**config.mk**
```make
export PLATFORM = sky130hd
export DESIGN_NAME = aes_out_serializer
export DESIGN_NICKNAME = d
export VERILOG_FILES = /design/src/rtl/aes_pkg.sv /design/src/rtl/aes_blk_fifo.sv /design/src/rtl/aes_out_serializer.sv
export SDC_FILE = /design/constraint.sdc
export NUM_CORES = 1
export LEC_CHECK = 0
export BUFFER_PORTS_ARGS = -buffer_cell sky130_fd_sc_hd__buf_2
export CORE_MARGIN = 4
export CORE_UTILIZATION = 55
export CTS_CLUSTER_DIAMETER = 50
export DETAILED_ROUTE_END_ITERATION = 12
export PLACE_DENSITY = 0.76
export SLEW_MARGIN = 10
export SYNTH_ARGS = -nofsm -noshare
export SYNTH_HDL_FRONTEND = slang
export SYNTH_SLANG_ARGS = --single-unit
```
**constraint.sdc**
```tcl
create_clock -name AES_clk -period 8.2 [get_ports AES_clk]
set_input_delay 1.23 -clock AES_clk [delete_from_list [all_inputs] [get_ports AES_clk]]
set_output_delay 1.23 -clock AES_clk [all_outputs]
set_load 0.02 [all_outputs]
```
**src/rtl/aes_pkg.sv**
```systemverilog
// Shared AES types and helpers for the output serializer slice.
package aes_pkg;

  localparam int AES_BLOCK_W = 128;

  typedef logic [AES_BLOCK_W-1:0] block_t;

  function automatic int words_per_block(input int word_w);
    return AES_BLOCK_W / word_w;
  endfunction

endpackage

```
**src/rtl/aes_blk_fifo.sv**
```systemverilog
// DEPTH x 128-bit block FIFO. Callers guarantee push only when not full
// (or full with a same-cycle pop) and pop only when not empty.
module aes_blk_fifo
  import aes_pkg::*;
#(
  parameter int DEPTH = 2,
  parameter int PTR_W = (DEPTH > 1) ? $clog2(DEPTH) : 1,
  parameter int CW    = $clog2(DEPTH) + 1
) (
  input  logic          clk,
  input  logic          rst,
  input  logic          push,
  input  logic          pop,
  input  block_t        wdata,
  output block_t        head,
  output logic [CW-1:0] count,
  output logic          full,
  output logic          empty
);

  localparam logic [PTR_W-1:0] PTR_LAST = PTR_W'(DEPTH - 1);

  block_t           mem [DEPTH];
  logic [PTR_W-1:0] wptr_r;
  logic [PTR_W-1:0] rptr_r;

  // Block storage; data needs no reset because reads are gated by count
  always_ff @(posedge clk) begin
    if (push) begin
      mem[wptr_r] <= wdata;
    end
  end

  // Pointers and occupancy
  always_ff @(posedge clk or posedge rst) begin
    if (rst) begin
      wptr_r <= {PTR_W{1'b0}};
      rptr_r <= {PTR_W{1'b0}};
      count  <= {CW{1'b0}};
    end else begin
      if (push) begin
        wptr_r <= (wptr_r == PTR_LAST) ? {PTR_W{1'b0}} : wptr_r + 1'b1;
      end
      if (pop) begin
        rptr_r <= (rptr_r == PTR_LAST) ? {PTR_W{1'b0}} : rptr_r + 1'b1;
      end
      case ({push, pop})
        2'b10:   count <= count + 1'b1;
        2'b01:   count <= count - 1'b1;
        default: count <= count;
      endcase
    end
  end

  assign head  = mem[rptr_r];
  assign full  = (count == CW'(DEPTH));
  assign empty = (count == {CW{1'b0}});

endmodule

```
**src/rtl/aes_out_serializer.sv**
```systemverilog
// Buffers AES result blocks and streams them MS-word first on valid/ready.
// Optional macro AES_OUT_COMPLEMENT_CHECK_EN adds a complement fault check.
module aes_out_serializer
  import aes_pkg::*;
#(
  parameter int WORD_W = 32,
  parameter int DEPTH  = 2,
  parameter int CNT_W  = 16
) (
  input  logic              AES_clk,
  input  logic              AES_rst,
  input  logic              AES_data_out_valid,
  input  logic [127:0]      AES_data_out,
  input  logic              out_ready,
  output logic              out_valid,
  output logic [WORD_W-1:0] out_data,
  output logic              out_last,
  output logic              overflow,
  input  logic              ovf_clr,
  output logic [CNT_W-1:0]  blocks_cnt
`ifdef AES_OUT_COMPLEMENT_CHECK_EN
  ,
  input  logic [127:0]      AES_data_out_complementary,
  output logic              cmp_err
`endif
);

  localparam int NW    = words_per_block(WORD_W);
  localparam int IDX_W = (NW > 1) ? $clog2(NW) : 1;
  localparam int FCW   = $clog2(DEPTH) + 1;
  localparam logic [IDX_W-1:0] LAST_IDX = IDX_W'(NW - 1);

  block_t           head_s;
  logic [FCW-1:0]   count_s;
  logic             full_s;
  logic             empty_s;
  logic             valid_s;
  logic             last_s;
  logic             xfer_s;
  logic             push_s;
  logic             pop_s;
  logic             cand_s;
  logic             drop_s;
  logic [6:0]       top_s;
  logic [IDX_W-1:0] word_idx_r;
`ifdef AES_OUT_COMPLEMENT_CHECK_EN
  logic             cmp_bad_s;
`endif

  aes_blk_fifo #(.DEPTH(DEPTH)) u_fifo (
    .clk   (AES_clk),
    .rst   (AES_rst),
    .push  (push_s),
    .pop   (pop_s),
    .wdata (AES_data_out),
    .head  (head_s),
    .count (count_s),
    .full  (full_s),
    .empty (empty_s)
  );

  // Handshake, push/drop decisions and word selection
  always_comb begin
    valid_s = (count_s != {FCW{1'b0}});
    last_s  = valid_s && (word_idx_r == LAST_IDX);
    xfer_s  = valid_s && out_ready;
    pop_s   = xfer_s && last_s && !empty_s;
`ifdef AES_OUT_COMPLEMENT_CHECK_EN
    cmp_bad_s = AES_data_out_valid && (AES_data_out_complementary != ~AES_data_out);
    cand_s    = AES_data_out_valid && !cmp_bad_s;
`else
    cand_s    = AES_data_out_valid;
`endif
    // A full FIFO still accepts when its head block leaves this same cycle
    push_s = cand_s && (!full_s || pop_s);
    drop_s = cand_s && full_s && !pop_s;
    top_s  = 7'(AES_BLOCK_W - 1) - 7'(WORD_W * int'(word_idx_r));
    if (valid_s) begin
      out_data = head_s[top_s -: WORD_W];
    end else begin
      out_data = {WORD_W{1'b0}};
    end
    out_valid = valid_s;
    out_last  = last_s;
  end

  // Word position within the head block and emitted-block counter
  always_ff @(posedge AES_clk or posedge AES_rst) begin
    if (AES_rst) begin
      word_idx_r <= {IDX_W{1'b0}};
      blocks_cnt <= {CNT_W{1'b0}};
    end else if (xfer_s) begin
      if (last_s) begin
        word_idx_r <= {IDX_W{1'b0}};
        blocks_cnt <= blocks_cnt + CNT_W'(1);
      end else begin
        word_idx_r <= word_idx_r + 1'b1;
      end
    end
  end

  // Sticky flags; a new event wins over a same-cycle clear
  always_ff @(posedge AES_clk or posedge AES_rst) begin
    if (AES_rst) begin
      overflow <= 1'b0;
    end else if (drop_s) begin
      overflow <= 1'b1;
    end else if (ovf_clr) begin
      overflow <= 1'b0;
    end
  end

`ifdef AES_OUT_COMPLEMENT_CHECK_EN
  always_ff @(posedge AES_clk or posedge AES_rst) begin
    if (AES_rst) begin
      cmp_err <= 1'b0;
    end else if (cmp_bad_s) begin
      cmp_err <= 1'b1;
    end else if (ovf_clr) begin
      cmp_err <= 1'b0;
    end
  end
`endif

endmodule

```
# After elaboration in Yosys (flattened, before gate mapping)
# Memories as Yosys holds them, arrays and structs flattened.
# Cells that the tools add are included.
word_totals:
  regBits: 23
  ramBits: 256
  in_bits: 133
  out_inout_bits: 51
  elab_cells: 44
  memories: 1
op_classes:
  add_sub_neg: 7
  n_eq_ne: 4
  n_shift: 1
  muxes: 9
  reduce_logical: 16
memory_table:
  columns: ["name", "words", "word_bits", "read_ports", "rd_ports_with_merged_regs", "wr", "line", "source"]
  rows:
  - ["u_fifo.mem", 2, 128, 1, 0, 1, "aes_blk_fifo.sv:23", "block_t mem [DEPTH];"]
op_table:
  columns: ["cell", "n"]
  rows:
  - ["$shiftx 159x8->32", 1]
  - ["$mux 32", 1]
  - ["$add 16x1->16 const B", 1]
  - ["$logic_and 1x1->1", 7]
  - ["$sub 1x7->7 const A", 1]
  - ["$eq 2x2->1 const B", 3]
  - ["$mux 1", 6]
  - ["$reduce_bool 2->1", 3]
  - ["$add 2x1->2 const B", 2]
  - ["$pmux 2 s2", 1]
  - ["$logic_not 1->1", 3]
  - ["$add 1x1->1 const B", 2]
  - ["$eq 2x1->1 const B", 1]
  - ["$logic_not 2->1", 1]
  - ["$mux 2", 1]
  - ["$reduce_and 2->1", 1]
  - ["$sub 2x1->2 const B", 1]
  - ["$logic_or 1x1->1", 1]

# Logic depth before layout (Yosys ltp)
# Gate-level depths: netlist of run 1.
depth:
  word_depth: 8
  ltp_mapped: 8
  ltp_nobuf: 8

# Hierarchy
# A second synthesis of run 1 with hierarchy kept.
unflattened:
  hier_cells: 566
  area_unflattened_um2: 11368.4
modules_own_cells:
  columns: ["mod", "instances", "cells_per_inst", "area_each_um2", "seq_area_each_um2"]
  rows:
  - ["aes_blk_fifo", 1, 415, 9467.8, 7787.5]
  - ["aes_out_serializer", 1, 151, 1900.6, 475.5]

# Least setup slack after synthesis of run 1
# OpenSTA, ideal clock, no wires.
synth_path:
  kind: "input port to flip-flop"
  from: "input port out_ready"
  to: "memory u_fifo.mem[0][0] in the netlist's numbering, enable pin"
  setup_time_ns: 0.617
  t_arrival_ns: 6.751
  required_time_ns: 7.583
  path_slack_ns: 0.832
  path_stages: 4
  n_path_buf: 0
  cell_sequence: "nand2_1 -> nand2_1 -> nand2_1 -> nor2_1"
synth_between:
  elab_chain_cells: 7
synth_lines:
  columns: ["item", "line", "source"]
  rows:
  - ["start, declared", "aes_out_serializer.sv:14", "input logic out_ready,"]
  - ["$logic_and 1x1->1", "aes_out_serializer.sv:66", "xfer_s = valid_s && out_ready;"]
  - ["$logic_and 1x1->1 (2 in a row)", "aes_out_serializer.sv:67", "pop_s = xfer_s && last_s && !empty_s;"]
  - ["$logic_or 1x1->1", "aes_out_serializer.sv:75", "push_s = cand_s && (!full_s || pop_s);"]
  - ["$logic_and 1x1->1", "aes_out_serializer.sv:75", null]
  - ["$mux 1", "aes_blk_fifo.sv:29", "if (push) begin"]
  - ["$mux 1 (implied by the code)", "aes_blk_fifo.sv:30", "mem[wptr_r] <= wdata;"]
  - ["end, declared", "aes_blk_fifo.sv:23", null]
# Every way passes these cells.

# Worst setup path after layout of run 1
layout_path:
  from: "register u_fifo.rptr_r"
  to: "output port out_data[17]"
layout_between:
  elab_chain_cells: 3
layout_lines:
  columns: ["item", "line", "source"]
  rows:
  - ["start, declared", "aes_blk_fifo.sv:25", "logic [PTR_W-1:0] rptr_r;"]
  - ["start signal, assigned", "aes_blk_fifo.sv:38", "rptr_r <= {PTR_W{1'b0}};"]
  - ["start signal, assigned", "aes_blk_fifo.sv:45", "rptr_r <= (rptr_r == PTR_LAST) ? {PTR_W{1'b0}} : rptr_r + 1'b1;"]
  - ["$mem_v2 2x128", null, null]
  - ["$shiftx 159x8->32", "aes_out_serializer.sv:79", "out_data = head_s[top_s -: WORD_W];"]
  - ["$mux 32", "aes_out_serializer.sv:78", "if (valid_s) begin"]
  - ["end, declared", "aes_out_serializer.sv:16", "output logic [WORD_W-1:0] out_data,"]
# Every way passes these cells.

==> qor.yml, run 1 <==
status: "finished clean"
nets: 964
cap_violations: 0
ys_ff_latch: 279
cts_resized: 0
switchingPower_mw: 1.64
synth_xor_area_share_pct: 1.67
syn_nets: 784
p_sw_share_pct: 33.7
synth_simple_gate_area_share_pct: 5.86
hold_viol: 0
crit_slowest_cell: "dfrtp_4"
synth_fa_ha_area_share_pct: 0.342
end_kind: "primary output"
drt-wirelength-per-cell_um: 19.4
grt_max_degree: 84
max_stage_delay_ns: 1.15
die_y_um: 149
tns_ns: 0
vias: 6089
p_total_mw: 4.87
drc_errors: 0
intPower_mw: 3.23
period_share_pct: 59.4
path_cells: "buf_4 > nor2b_1 > a211oi_1 > a21oi_1 > and3_1 > buf_2"
ys_types: 34
antenna_found_initial: 3
synth_top_family_by_area: "multiplexers"
cts_tree: "built"
cts.clk_slew.worst_paths_ns: 0.06
syn_to_final_growth_pct: 18.5
yosysSeqAreaShare_pct: 75.4
postSynth.asyncResetShare_pct: 8.24
p_leak_nw: 4.99
syn_inst: 648
post-cts-setup-buffers: 0
ant_nets: 0
muxShareOfSynthArea_pct: 8.87
hold_buffers: 0
gp_congestion: 0.796
dieArea_um2: 22300
drtIter0Drc: 366
r2r_slack_ns: 5.06
start_util_pct: 56.1
cts.sinks: 279
pwr-share-clk_pct: 24.7
clockBufferDepth: 3
power-per-cell-area_nw_per_um2: 375
synth_warnings: 0
dr_wl_met2_mm: 11.3
die_w_um: 149
max_slew_margin_pct: 23.0
dr.pass1.iters: 4
drive_above_1_share_pct: 28.1
critPathKind: "reg -> out"
track_usage_pct: 19.0
peakVddDrop_mv: 0.292
drv_slew: 0
grt_pass1_wl_mm: 33.1
synth_edf_count: 256
min_period_ns: 4.87
avgViaCountPerCell: 5.45
fmax_mhz: 205
pwr-share-seq_pct: 43.5
avgSynthCellArea_um2: 16.9
rows: 51
core-area_um2: 19500
worst_r2r_startpoint: "word_idx_r[0]$_DFFE_PP0P_"
hold_path.class: "reg -> reg"
synthFlopType: "edfxtp_1"
worst_slack_ns: 3.33
routed.top_layer: "met5"
worst-r2r-cell-count: 7
required_ns: 6.97
r2r_end: "u_fifo.mem[0][120]$_DFFE_PP_"
crit_arrival_ns: 3.64
cts_inserted_buffers: 29
rsz0062_at_grt: "no"
met1_length_mm: 8.80
htree_levels: 1
portBuffers: 183
setup_viol: 0
max_slew.worst_pin.slew_ns: 1.16
critPathLaunchType: "flop"
place_hpwl_mm: 13.7
skew_ns: 0.00979
p_comb_share_pct: 31.8
grt_pass1_vias: 6333
netlist_area_um2: 11000
final_cells: 1117
hold_depth: 1
io_pins: 184
clkLatencyLatePin_ns: 0.52
cp_max_fo: 83
cts_root_buffer: "clkbuf_16"
dp_slack_ns: 3.88
wl_mm: 21.7
startpoint: "u_fifo.rptr_r$_DFFE_PP0P_"
crit_end: "out_data[17]"
dp_cells: 1062
utilization_pct: 66.5
grt-ovfl-total: 0
wl_met3_mm: 1.32
synth_compound_area_share_pct: 6.15
[worst max-delay path: cells and delay by family, from the launching register on]
kind | cells | cell delay, ns
AOI/OAI and AO/OA | 2 | 0.33
buffers and inverters | 2 | 1.15
and+or+nand+nor | 2 | 0.39
DFF | 1 | 1.15
[placed cells by master, fill, tap and decap left out, types with 2 or more instances in the layout]
master,synthesis,final
clkbuf_1,18,9
or2_2,1,2
edfxtp_1,256,256
dfrtp_1,23,22
bufinv_16,0,2
xor2_1,7,7
ha_1,3,3
xnor2_1,12,12
clkinvlp_4,0,3
nor2b_4,0,2
nand2_1,13,13
buf_4,5,4
a211oi_1,32,32
buf_2,13,183
nand3_1,7,7
clkinv_1,0,6
clkinv_2,0,3
nor2_1,4,3
diode_2,0,2
nor2b_1,35,33
inv_1,3,3
nor3_1,4,4
clkbuf_16,0,29
a21oi_1,32,32
nand4_1,2,2
and3_1,35,34
a22oi_1,32,32
mux2i_1,96,96
[worst min path at each step]
stage	endpoint	from
3_3_place_gp	blocks_cnt[15]$_DFFE_PP0N_	blocks_cnt[15]$_DFFE_PP0N_
3_5_place_dp	blocks_cnt[15]$_DFFE_PP0N_	blocks_cnt[15]$_DFFE_PP0N_
6_report	blocks_cnt[15]$_DFFE_PP0N_	blocks_cnt[15]$_DFFE_PP0N_
4_1_cts	blocks_cnt[15]$_DFFE_PP0N_	blocks_cnt[15]$_DFFE_PP0N_
5_1_grt	blocks_cnt[15]$_DFFE_PP0N_	blocks_cnt[15]$_DFFE_PP0N_
2_1_floorplan	u_fifo.wptr_r$_DFFE_PP0P_	u_fifo.wptr_r$_DFFE_PP0P_
[flip-flops by register name, summed over array words and instances, names as in the netlist]
register / cells
u_fifo.mem: 256
blocks_cnt: 16
u_fifo.count: 2
word_idx_r: 2
overflow: 1
u_fifo.rptr_r: 1
u_fifo.wptr_r: 1
[cell type report]
class | count | area (um2)
fillers | 1387 | 6540
diodes | 2 | 5.00
multi-input cells | 328 | 2540
repair buffers | 187 | 946
inverters | 3 | 11.3
flip-flops and latches | 279 | 8270
clock buffers | 38 | 759
clock inverters | 15 | 129
well taps | 265 | 332
[power by group through the flow]
stage,logic [mW],registers (mW),clock network (mW)
floorplan,1.17,2.10,0
global placement,1.52,2.13,0
detailed placement,1.56,2.15,0
global route,1.68,2.15,1.29
finish,1.55,2.12,1.20
CTS,1.56,2.12,1.23
[stage by stage]
step | hold slack, ns | instance area, um2
after CTS | 0.494 | 13000
after global placement | 0.457 | 12100
after global routing | 0.513 | 13000
after detailed placement | 0.483 | 12100
after floorplan | 0.461 | 11000
final | 0.490 | 13000
[Yosys cell counts, types with 3 or more instances]
| cell | count | share of area [%] |
|---|---|---|
| buf_2 | 13 | 0.59 |
| dfrtp_1 | 23 | 5.3 |
| mux2i_1 | 96 | 8.8 |
| nor2b_1 | 35 | 2.0 |
| and3_1 | 35 | 2.0 |
| xnor2_1 | 12 | 0.96 |
| nor2_1 | 4 | 0.14 |
| ha_1 | 3 | 0.34 |
| edfxtp_1 | 256 | 70 |
| xor2_1 | 7 | 0.56 |
| buf_4 | 5 | 0.34 |
| a21oi_1 | 32 | 1.5 |
| nor3_1 | 4 | 0.18 |
| nand3_1 | 7 | 0.32 |
| a22oi_1 | 32 | 2.2 |
| inv_1 | 3 | 0.10 |
| nand2_1 | 13 | 0.45 |
| clkbuf_1 | 18 | 0.62 |
| a211oi_1 | 32 | 2.2 |
[metal layers]
metal | GRT usage (%) | vias up
met1 | 25.0 | 2990
met5 | 0 | -
met2 | 33.4 | 164
li1 | - | 2907
met3 | 3.43 | 24
met4 | 4.49 | 4
[kinds of logic after synthesis]
| logic type | count (synthesis) |
|---|---|
| flops | 279 |
| simple gates | 108 |
| compound gates | 100 |
| mux | 97 |
| buf+inv | 41 |
| xor+xnor | 20 |
| fa+ha+maj | 3 |
No activity file was read; power rests on OpenSTA's default activity.
==> run 2: changes to the inputs <==
==> constraint.sdc (replaced) <==
create_clock -name AES_clk -period 5.1 [get_ports AES_clk]
set_input_delay 0.765 -clock AES_clk [delete_from_list [all_inputs] [get_ports AES_clk]]
set_output_delay 0.765 -clock AES_clk [all_outputs]
set_load 0.02 [all_outputs]
==> run 2 against run 1 <==
  * Cell area increased by 0.58%
  * Die area is the same
  * Combinational power grew 65%
  * Global-route usage up 0.29 points
  * Clock power is 71% higher
  * Hold slack got worse by 0.085 ns
  * First-iteration DRC count shrank 1.4%
  * Critical path type unchanged
  * Critical endpoint is now out_data[19]
  * Largest power group unchanged
==> qor.yml, run 2 (synthesized netlist as in run 1, its figures left out) <==
status: "finished clean"
path_cells: "buf_4 > nor2b_1 > a211oi_1 > a21oi_1 > and3_1 > buf_2"
grt_max_degree: 76  # -9.5%
regMostFlops: "u_fifo.mem"
p_leak_nw: 5.04  # +0.95%
startpoint: "u_fifo.rptr_r$_DFFE_PP0P_"
critPathKind: "reg -> out"
worst_slack_ns: 1.47  # -1.87 ns
peakVddDrop_mv: 0.506  # +73%
htree_levels: 1  # unchanged
ant_nets: 0  # unchanged
setup_viol: 0  # unchanged
max_slew_margin_pct: 30.3  # +7.3 points
r2r_slack_ns: 2.54  # -2.52 ns
hold_viol: 0  # unchanged
crit_buf_inv: 2  # unchanged
cp_max_fo: 51  # -39%
switchingPower_mw: 2.68  # +63%
drv_slew: 0  # unchanged
cp_num_cells: 6  # unchanged
grt_pass1_vias: 6344  # +0.17%
start_util_pct: 56.1  # unchanged
p_comb_share_pct: 32.0  # +0.2 points
max_stage_delay_ns: 0.91  # -0.24 ns
post-cts-setup-buffers: 0  # unchanged
fmax_mhz: 275
grt-ovfl-total: 0  # unchanged
hold_path.class: "in -> async"
cts.sinks: 279  # unchanged
avgViaCountPerCell: 5.53  # +1.4%
diodes: 0  # -2
rsz0062_at_grt: "no"
grt_pass1_wl_mm: 33.8  # +2.1%
core-area_um2: 19500  # unchanged
antenna_found_initial: 0  # -3
hold_ws_ns: 0.405  # -0.0847 ns
max_slew.worst_pin.slew_ns: 1.04  # -0.112 ns
io_pins: 184  # unchanged
crit_end: "out_data[19]"
min_period_ns: 3.63
rows: 51  # unchanged
power-per-cell-area_nw_per_um2: 610  # +63%
dr.pass1.iters: 5  # +1
cts_root_buffer: "clkbuf_16"
dp_slack_ns: 2.04  # -1.84 ns
required_ns: 4.34  # -2.63 ns
mostFrequentLayoutCell: "edfxtp_1"
cts_inserted_buffers: 28  # -3.4%
skew_ns: 0.00769  # -0.00210 ns
p_sw_share_pct: 33.6  # -0.091 points
die_y_um: 149  # unchanged
final_cell_mix: "edfxtp_1, buf_2, mux2i_1"
drtIter0Drc: 361  # -1.4%
intPower_mw: 5.29  # +64%
die_w_um: 149  # unchanged
tns_ns: 0  # unchanged
largest_reg_flops: 256  # unchanged
end_kind: "primary output"
worst_r2r_startpoint: "word_idx_r[0]$_DFFE_PP0P_"
period_share_pct: 71.3
clkLatencyLatePin_ns: 0.53  # about the same
cts_tree: "built"
critPathLaunchType: "flop"
crit_arrival_ns: 2.87  # -0.77 ns
track_usage_pct: 19.3  # +0.29 points
hold_buffers: 0  # unchanged
crit_slowest_cell: "dfrtp_4"
reg_top3: "u_fifo.mem x256, blocks_cnt x16"
r2r_end: "u_fifo.mem[1][24]$_DFFE_PP_"
portBuffers: 183  # unchanged
worst-r2r-cell-count: 5  # -2
pwr-share-seq_pct: 42.2  # -1.3 points
nets: 965  # +0.10%
pwr-share-clk_pct: 25.8  # +1.1 points
crit_family: "flip-flops"
vias: 6168  # +1.3%
wl_mm: 22.1  # +2.0%
cap_violations: 0  # unchanged
cts.clk_slew.worst_paths_ns: 0.06  # about the same
nFillCells: 1393  # +0.43%
syn_to_final_growth_pct: 19.2
clockBufferDepth: 3  # unchanged
place_hpwl_mm: 13.7  # +0.66%
dieArea_um2: 22300  # unchanged
drt-wirelength-per-cell_um: 19.8  # +2.1%
cts_resized: 0  # unchanged
gp_congestion: 0.779  # -2.2%
drive_above_1_share_pct: 28.1  # -0.033 points
drc_errors: 0  # unchanged
[run 2: changes by cell type in the layout (fill, tap and decap cells not counted)]
| cell | change |
|---|---|
| inv_8 | +1 |
| diode_2 | -2 |
| or2_1 | +1 |
| clkinv_4 | -1 |
| buf_12 | +2 |
| clkinvlp_4 | -3 |
| bufinv_16 | +2 |
| clkinv_1 | +3 |
| or2_2 | -1 |
| clkbuf_1 | -3 |
[run 2: worst reg2reg max path: cells and delay by family, from the launching register on]
kind,cells,cell delay [ns]
adders and majority gates,1,0.32
buffers and inverters,1,0.47
DFF,1,0.48
and+or+nand+nor,3,0.92
[run 2: power by group through the flow]
stage	logic, mW	registers (mW)	clock network, mW
2_1_floorplan	1.88	3.34	0
3_3_place_gp	2.50	3.37	0
3_5_place_dp	2.57	3.41	0
4_1_cts	2.58	3.36	2.09
5_1_grt	2.77	3.41	2.19
6_report	2.55	3.36	2.05
[run 2: layer usage]
layer  part of all wire, %  GRT usage (%)  vias to the layer above
li1                      -              -                     2902
met1                    40           25.4                     3044
met2                    52           33.4                      186
met3                   6.0           3.71                       36
met4                   2.1           5.03                        0
met5                     0              0                        -
[run 2: stage by stage]
stage	total power, mW	util, %	cells	instance area [um2]
floorplan	5.22	-	648	11000
global placement	5.87	62.1	1064	12100
detailed placement	5.98	62.1	1064	12100
CTS	8.04	66.9	1116	13100
global route	8.37	66.9	1116	13100
finish	7.97	66.9	1116	13100
[run 2: worst min-delay path by stage]
stage          cells past startpoint                          end  slack [ns]                        from
4_1_cts                            1  u_fifo.mem[0][13]$_DFFE_PP_        0.40            AES_data_out[13]
3_5_place_dp                       1   blocks_cnt[15]$_DFFE_PP0N_        0.46  blocks_cnt[15]$_DFFE_PP0N_
6_report                           2   blocks_cnt[13]$_DFFE_PP0N_        0.41                     AES_rst
3_3_place_gp                       1   blocks_cnt[15]$_DFFE_PP0N_        0.46  blocks_cnt[15]$_DFFE_PP0N_
2_1_floorplan                      1    u_fifo.wptr_r$_DFFE_PP0P_        0.48   u_fifo.wptr_r$_DFFE_PP0P_
5_1_grt                            1  u_fifo.mem[0][13]$_DFFE_PP_        0.40            AES_data_out[13]
[run 2: cell type report]
| cell class | count | area (um2) | share of cell area, % |
|---|---|---|---|
| Sequential cell | 279 | 8270 | 63.3 |
| Multi-Input combinational cell | 328 | 2540 | 19.4 |
| Timing Repair Buffer | 189 | 986 | 7.55 |
| Clock buffer | 35 | 748 | 5.73 |
| Tap cell | 265 | 332 | 2.54 |
| Clock inverter | 17 | 180 | 1.38 |
| Inverter | 3 | 11.3 | 0.0862 |
